==> src/rtl/alu_pipe_dsp.sv <==
// Pipelined ALU with branch decision and an iterative unsigned multiplier sharing the output register.
// Results leave in acceptance order through a LATENCY-stage pipe under valid/ready handshakes.
module alu_pipe_dsp #(
   parameter int unsigned WIDTH    = 32,
   parameter int unsigned LATENCY  = 2,
   parameter int unsigned MUL_BITS = 8,
   parameter int unsigned TAG_W    = 5
) (
   input  logic             clk,
   input  logic             reset,
   input  logic             in_valid,
   output logic             in_ready,
   input  logic [3:0]       op,
   input  logic [WIDTH-1:0] a,
   input  logic [WIDTH-1:0] b,
   input  logic [TAG_W-1:0] in_tag,
   output logic             out_valid,
   input  logic             out_ready,
   output logic [WIDTH-1:0] result,
   output logic             branch_enable,
   output logic [TAG_W-1:0] out_tag
);

   localparam int unsigned SH_W      = $clog2(WIDTH);
   localparam int unsigned ACC_W     = 2 * WIDTH;
   localparam int unsigned MUL_STEPS = WIDTH / MUL_BITS;
   localparam int unsigned CNT_W     = (MUL_STEPS > 1) ? $clog2(MUL_STEPS) : 1;
   // Stages ahead of the output register, and those that are still ahead of it one edge later
   localparam logic [LATENCY-1:0] INNER_MASK = LATENCY'((1 << (LATENCY - 1)) - 1);
   localparam logic [LATENCY-1:0] PRE_MASK   = INNER_MASK >> 1;

   localparam logic [3:0] OP_ADD  = 4'd0,  OP_SUB   = 4'd1,  OP_AND  = 4'd2,  OP_OR  = 4'd3;
   localparam logic [3:0] OP_XOR  = 4'd4,  OP_SLL   = 4'd5,  OP_SRL  = 4'd6,  OP_SRA = 4'd7;
   localparam logic [3:0] OP_SLT  = 4'd8,  OP_SLTU  = 4'd9,  OP_MUL  = 4'd10, OP_MULHU = 4'd11;
   localparam logic [3:0] OP_BEQ  = 4'd12, OP_BNE   = 4'd13, OP_BLT  = 4'd14, OP_BGE = 4'd15;

   typedef struct packed {
      logic [WIDTH-1:0] res;
      logic             br;
      logic [TAG_W-1:0] tag;
   } stage_t;

   typedef enum logic [1:0] {S_IDLE, S_DRAIN, S_MUL, S_LOAD} state_t;

   state_t             state;
   logic [LATENCY-1:0] stg_vld;
   stage_t             stg [LATENCY];
   logic [ACC_W-1:0]   acc;
   logic [ACC_W-1:0]   mcand;
   logic [WIDTH-1:0]   mplier;
   logic [CNT_W-1:0]   cnt;
   logic               mul_hi;
   logic [TAG_W-1:0]   mul_tag;

   logic               stall;
   logic               accept;
   logic               is_mul;
   logic [WIDTH-1:0]   diff;
   logic [SH_W-1:0]    shamt;
   stage_t             alu_out;
   stage_t             mul_out;

   assign out_valid     = stg_vld[LATENCY-1];
   assign result        = stg[LATENCY-1].res;
   assign branch_enable = stg[LATENCY-1].br;
   assign out_tag       = stg[LATENCY-1].tag;

   assign stall    = out_valid & ~out_ready;
   assign in_ready = (state == S_IDLE) & ~stall;
   assign accept   = in_valid & in_ready;
   assign is_mul   = (op == OP_MUL) | (op == OP_MULHU);
   assign diff     = a - b;
   assign shamt    = b[SH_W-1:0];

   // Single-cycle operations evaluated on the way into stage 0
   always_comb begin
      alu_out     = '0;
      alu_out.tag = in_tag;
      case (op)
         OP_ADD:  alu_out.res = a + b;
         OP_SUB:  alu_out.res = diff;
         OP_AND:  alu_out.res = a & b;
         OP_OR:   alu_out.res = a | b;
         OP_XOR:  alu_out.res = a ^ b;
         OP_SLL:  alu_out.res = a << shamt;
         OP_SRL:  alu_out.res = a >> shamt;
         OP_SRA:  alu_out.res = WIDTH'($signed(a) >>> shamt);
         OP_SLT:  alu_out.res = WIDTH'($signed(a) < $signed(b));
         OP_SLTU: alu_out.res = WIDTH'(a < b);
         OP_BEQ:  begin alu_out.res = diff; alu_out.br = (a == b); end
         OP_BNE:  begin alu_out.res = diff; alu_out.br = (a != b); end
         OP_BLT:  begin alu_out.res = diff; alu_out.br = ($signed(a) < $signed(b)); end
         OP_BGE:  begin alu_out.res = diff; alu_out.br = ($signed(a) >= $signed(b)); end
         default: alu_out.res = '0;
      endcase
   end

   always_comb begin
      mul_out     = '0;
      mul_out.res = mul_hi ? acc[ACC_W-1:WIDTH] : acc[WIDTH-1:0];
      mul_out.tag = mul_tag;
   end

   // Result pipe; the multiplier claims the output register in LOAD (inner stages are empty then)
   always_ff @(posedge clk or posedge reset) begin
      if (reset) begin
         stg_vld <= '0;
         for (int unsigned i = 0; i < LATENCY; i++) stg[i] <= '0;
      end else if (!stall) begin
         stg_vld[0] <= accept & ~is_mul;
         stg[0]     <= alu_out;
         for (int unsigned i = 1; i < LATENCY; i++) begin
            stg_vld[i] <= stg_vld[i-1];
            stg[i]     <= stg[i-1];
         end
         if (state == S_LOAD) begin
            stg_vld[LATENCY-1] <= 1'b1;
            stg[LATENCY-1]     <= mul_out;
         end
      end
   end

   // Multiplier control: DRAIN is skipped when the pipe is already empty after the accepting edge
   always_ff @(posedge clk or posedge reset) begin
      if (reset) begin
         state   <= S_IDLE;
         cnt     <= '0;
         acc     <= '0;
         mcand   <= '0;
         mplier  <= '0;
         mul_hi  <= 1'b0;
         mul_tag <= '0;
      end else begin
         case (state)
            S_IDLE: begin
               if (accept && is_mul) begin
                  mcand   <= ACC_W'(a);
                  mplier  <= b;
                  acc     <= '0;
                  cnt     <= '0;
                  mul_hi  <= (op == OP_MULHU);
                  mul_tag <= in_tag;
                  state   <= ((stg_vld & PRE_MASK) == '0) ? S_MUL : S_DRAIN;
               end
            end
            S_DRAIN: begin
               if ((stg_vld & INNER_MASK) == '0) state <= S_MUL;
            end
            S_MUL: begin
               acc    <= acc + mcand * ACC_W'(mplier[MUL_BITS-1:0]);
               mcand  <= mcand << MUL_BITS;
               mplier <= mplier >> MUL_BITS;
               cnt    <= cnt + CNT_W'(1);
               if (cnt == CNT_W'(MUL_STEPS - 1)) state <= S_LOAD;
            end
            S_LOAD: begin
               if (!stall) state <= S_IDLE;
            end
            default: state <= S_IDLE;
         endcase
      end
   end

endmodule
==> config.mk <==
export PLATFORM = sky130hd
export DESIGN_NAME = alu_pipe_dsp
export DESIGN_NICKNAME = d
export VERILOG_FILES = /design/src/rtl/alu_pipe_dsp.sv
export SDC_FILE = /design/constraint.sdc
export NUM_CORES = 2
export LEC_CHECK = 0
export ABC_AREA = 1
export BUFFER_PORTS_ARGS = -buffer_cell sky130_fd_sc_hd__buf_2
export CAP_MARGIN = 10
export CELL_PAD_IN_SITES_DETAIL_PLACEMENT = 0
export CELL_PAD_IN_SITES_GLOBAL_PLACEMENT = 1
export CORE_UTILIZATION = 30
export CTS_CLUSTER_SIZE = 20
export DETAILED_ROUTE_END_ITERATION = 16
export GPL_TIMING_DRIVEN = 0
export PLACE_DENSITY = 0.61
export SETUP_SLACK_MARGIN = 0.3
export SYNTH_ARGS = -nofsm -noshare
export SYNTH_HDL_FRONTEND = slang
export SYNTH_SLANG_ARGS = --single-unit
==> constraint.sdc <==
create_clock -name clk -period 12.15 [get_ports clk]
set_clock_uncertainty 0.1 [all_clocks]
set_input_delay 2.43 -clock clk [delete_from_list [all_inputs] [get_ports clk]]
set_output_delay 2.43 -clock clk [all_outputs]
set_load 0.02 [all_outputs]
==> impl_metrics.py <==
metrics = {
    "cts": {
        "postCtsSetupBuffers": 0,
        "clk_pin_slew_ns": 0.06,
        "tritoncts": "built",
        "post_cts_resized": 0,
        "cts_buffers": 29,
        "cts.sinks": 248,
        "clock_latency_ns": 0.62,
        "cts_max_level": 1,
        "postCtsHoldBufs": 0,
        "cts_root_buffer": "clkbuf_16",
        "clock_path_buffers": 3,
    },
    "global_route": {
        "grtUsageTotal": 0.303,
        "grt_pass1_vias": 40200,
        "grt_overflow_total": 0,
        "antenna_found_initial": 9,
        "grt_start_max_net_pins": 102,
        "grt_pass1_wl_um": 285000,
    },
    "yosys": {
        "synth-main-ff-cell": "dfrtp_1",
        "muxShareOfSynthArea": 0.000259,
        "yosysMostFrequentCell": "nand2_1",
        "synth_fa_ha_area_frac": 0.269,
        "synth_top_family_by_area": "simple AND/OR/NAND/NOR gates",
        "yosysTopAreaCellShare": 0.214,
        "synth.area.top_cells": "fa_1 (21%), nand2_1 (17%), dfrtp_1 (16%)",
        "synthCells": 5981,
        "synth_common_cells": "nand2_1 (1762), inv_1 (1305), nand3_1 (445)",
        "synth_edf_count": 0,
        "synth_nets": 6641,
        "synth-xor-area-share": 0.00386,
        "ys_types": 54,
        "yosys.area.top_type": "fa_1",
        "synth_seq_cells": 248,
        "syn_avg_cell_area_um2": 6.46,
        "async_flop_share": 1.00,
        "seq_area_frac_synth": 0.161,
        "yosysWarnings": 0,
        "synth_compound_area_frac": 0.109,
        "synth-simple-area-share": 0.290,
        "synth_area_mm2": 0.0386,
    },
    "critical_path": {
        "reg2reg_from": "mplier[6]",
        "cp.arrival_ns": 7.97,
        "setup.worst_path.start": "mplier[6]",
        "start_kind": "flop",
        "path_max_fanout": 10,
        "critPathCaptureType": "flop",
        "reg2reg_slack_ns": 4.62,
        "required_ns": 12.59,
        "setup.worst_path.class": "flop to flop",
    },
    "outcome": {
        "status": "finished clean",
    },
    "route": {
        "ant_nets": 0,
        "wirelength_um": 199000,
        "drt-initial-drc-count": 3641,
        "vias": 39700,
        "post-route-drc-count": 0,
        "routedWlPerCell_um": 25.5,
        "drtPass1Iterations": 6,
        "via_per_inst": 5.08,
    },
    "timing": {
        "max_freq_mhz": 133,
        "slew_headroom": 0.159,
        "finalHoldViolCount": 0,
        "finalCritPeriodShare": 0.619,
        "rsz0062_at_grt": "false",
        "setup_viol": 0,
        "period_needed_ns": 7.53,
        "tightest_slew_ns": 1.26,
        "final.setup.tns_ns": 0,
        "slew_violations": 0,
    },
    "placement": {
        "place.gp.congestion": 1.03,
        "io_buffers": 116,
        "dp_hpwl_um": 168000,
        "placed_cell_area_mm2": 0.0414,
    },
    "die": {
        "core_mm2": 0.128,
        "ios": 117,
        "die_y_um": 361,
        "dieArea_mm2": 0.130,
        "row_count": 131,
        "initial_core_util": 0.302,
        "die_w_um": 361,
    },
    "flow_run": {
        "cap_violations": 0,
    },
    "final_layout": {
        "drive_above_1_share": 0.0543,
        "num-fill-cells": 14500,
        "fin_nets": 6792,
        "synthToLayoutAreaGrowth_pct": 9.59,
        "stdcell_area_mm2": 0.0423,
    },
    "hold_path": {
        "hold_start": "mul_tag[4]",
        "worst_hold_path_type": "flop to flop",
    },
}
-- critical path: stages (launching register included) --
cell      delay (ns)
dfrtp_1         0.32
clkbuf_1        0.81
clkbuf_1        0.97
buf_1           0.81
nand2_1         0.17
fa_1            0.52
fa_1            0.49
inv_1           0.05
fa_1            0.48
inv_1           0.05
fa_1            0.49
inv_1           0.05
ha_1            0.34
a21oi_1         0.21
inv_1           0.06
nand2_1         0.06
nand3_1         0.24
nand2_1         0.14
nand2_1         0.22
nand2_1         0.12
nand2_1         0.16
nand2_1         0.16
nand3_1         0.07
nand2_1         0.06
nand3_1         0.15
o21ai_0         0.14
-- area by class of cell --
type / count / area, µm² / share of cell area
well taps: 1662 / 2080 / 0.0491
inverters: 1323 / 4980 / 0.118
clock buffers: 39 / 793 / 0.0187
flip-flops and latches: 248 / 6210 / 0.147
multi-input cells: 4091 / 26000 / 0.613
plain buffers: 319 / 1500 / 0.0354
repair buffers: 120 / 666 / 0.0157
diodes: 1 / 2.50 / 0.0000591
clock inverters: 13 / 146 / 0.00346
-- metrics by stage --
step,hold WS (ns),cells,worst slack [ns],utilization
after floorplan,0.342,5981,2.81,-
after global placement,0.356,7759,-1.10,0.323
after detailed placement,0.360,7763,4.62,0.324
after CTS,0.375,7815,4.61,0.331
after global routing,0.391,7815,4.42,0.331
final,0.376,7816,4.62,0.331
-- sequential cells by signal, summed over array words and instances (netlist names) --
register / flops
acc: 64
branch_enable: 1
cnt: 2
mcand: 64
mplier: 32
mul_hi: 1
mul_tag: 5
out_tag: 5
result: 32
state: 2
stg: 38
stg_vld: 2
-- layout by cell type (no fill, tap or decap), drive strengths merged, types with 11 or more instances in the layout --
cell       n
nand2   1765
inv     1321
nand3    445
fa       412
nor2     402
o21ai    288
buf      269
dfrtp    248
a21oi    239
clkbuf   209
ha       171
o22ai     71
a31oi     64
nand4     53
o211ai    42
nor3      32
o21bai    24
and2      11
-- path summary, 6_finish.rpt --
path	endpoint	depth (start not counted)
setup / recovery	acc[54]	25
hold / removal	mul_tag[4]	2
setup reg to reg	acc[54]	25
hold reg to reg	mul_tag[4]	2
max in group asynchronous	mcand[53]	4
min in group asynchronous	mcand[9]	2
-- per-layer routing --
layer | track usage | vias to the layer above | part of all wire | routed length (µm)
met3 | 0.0259 | 315 | 0.054 | 10700
li1 | - | 18400 | - | -
met2 | 0.515 | 1413 | 0.47 | 94300
met1 | 0.378 | 19600 | 0.41 | 81500
met5 | 0 | - | 0.00017 | 34
met4 | 0.166 | 6 | 0.064 | 12800
-- logic make-up after synthesis --
kind of cell    Yosys count
fa+ha+maj               583
buf+inv                1642
flops                   248
simple gates           2733
mux                       1
compound gates          757
xor+xnor                 17
Power is not shown: default switching activity piles up to over one toggle a cycle in this logic, so the estimate is an artifact.
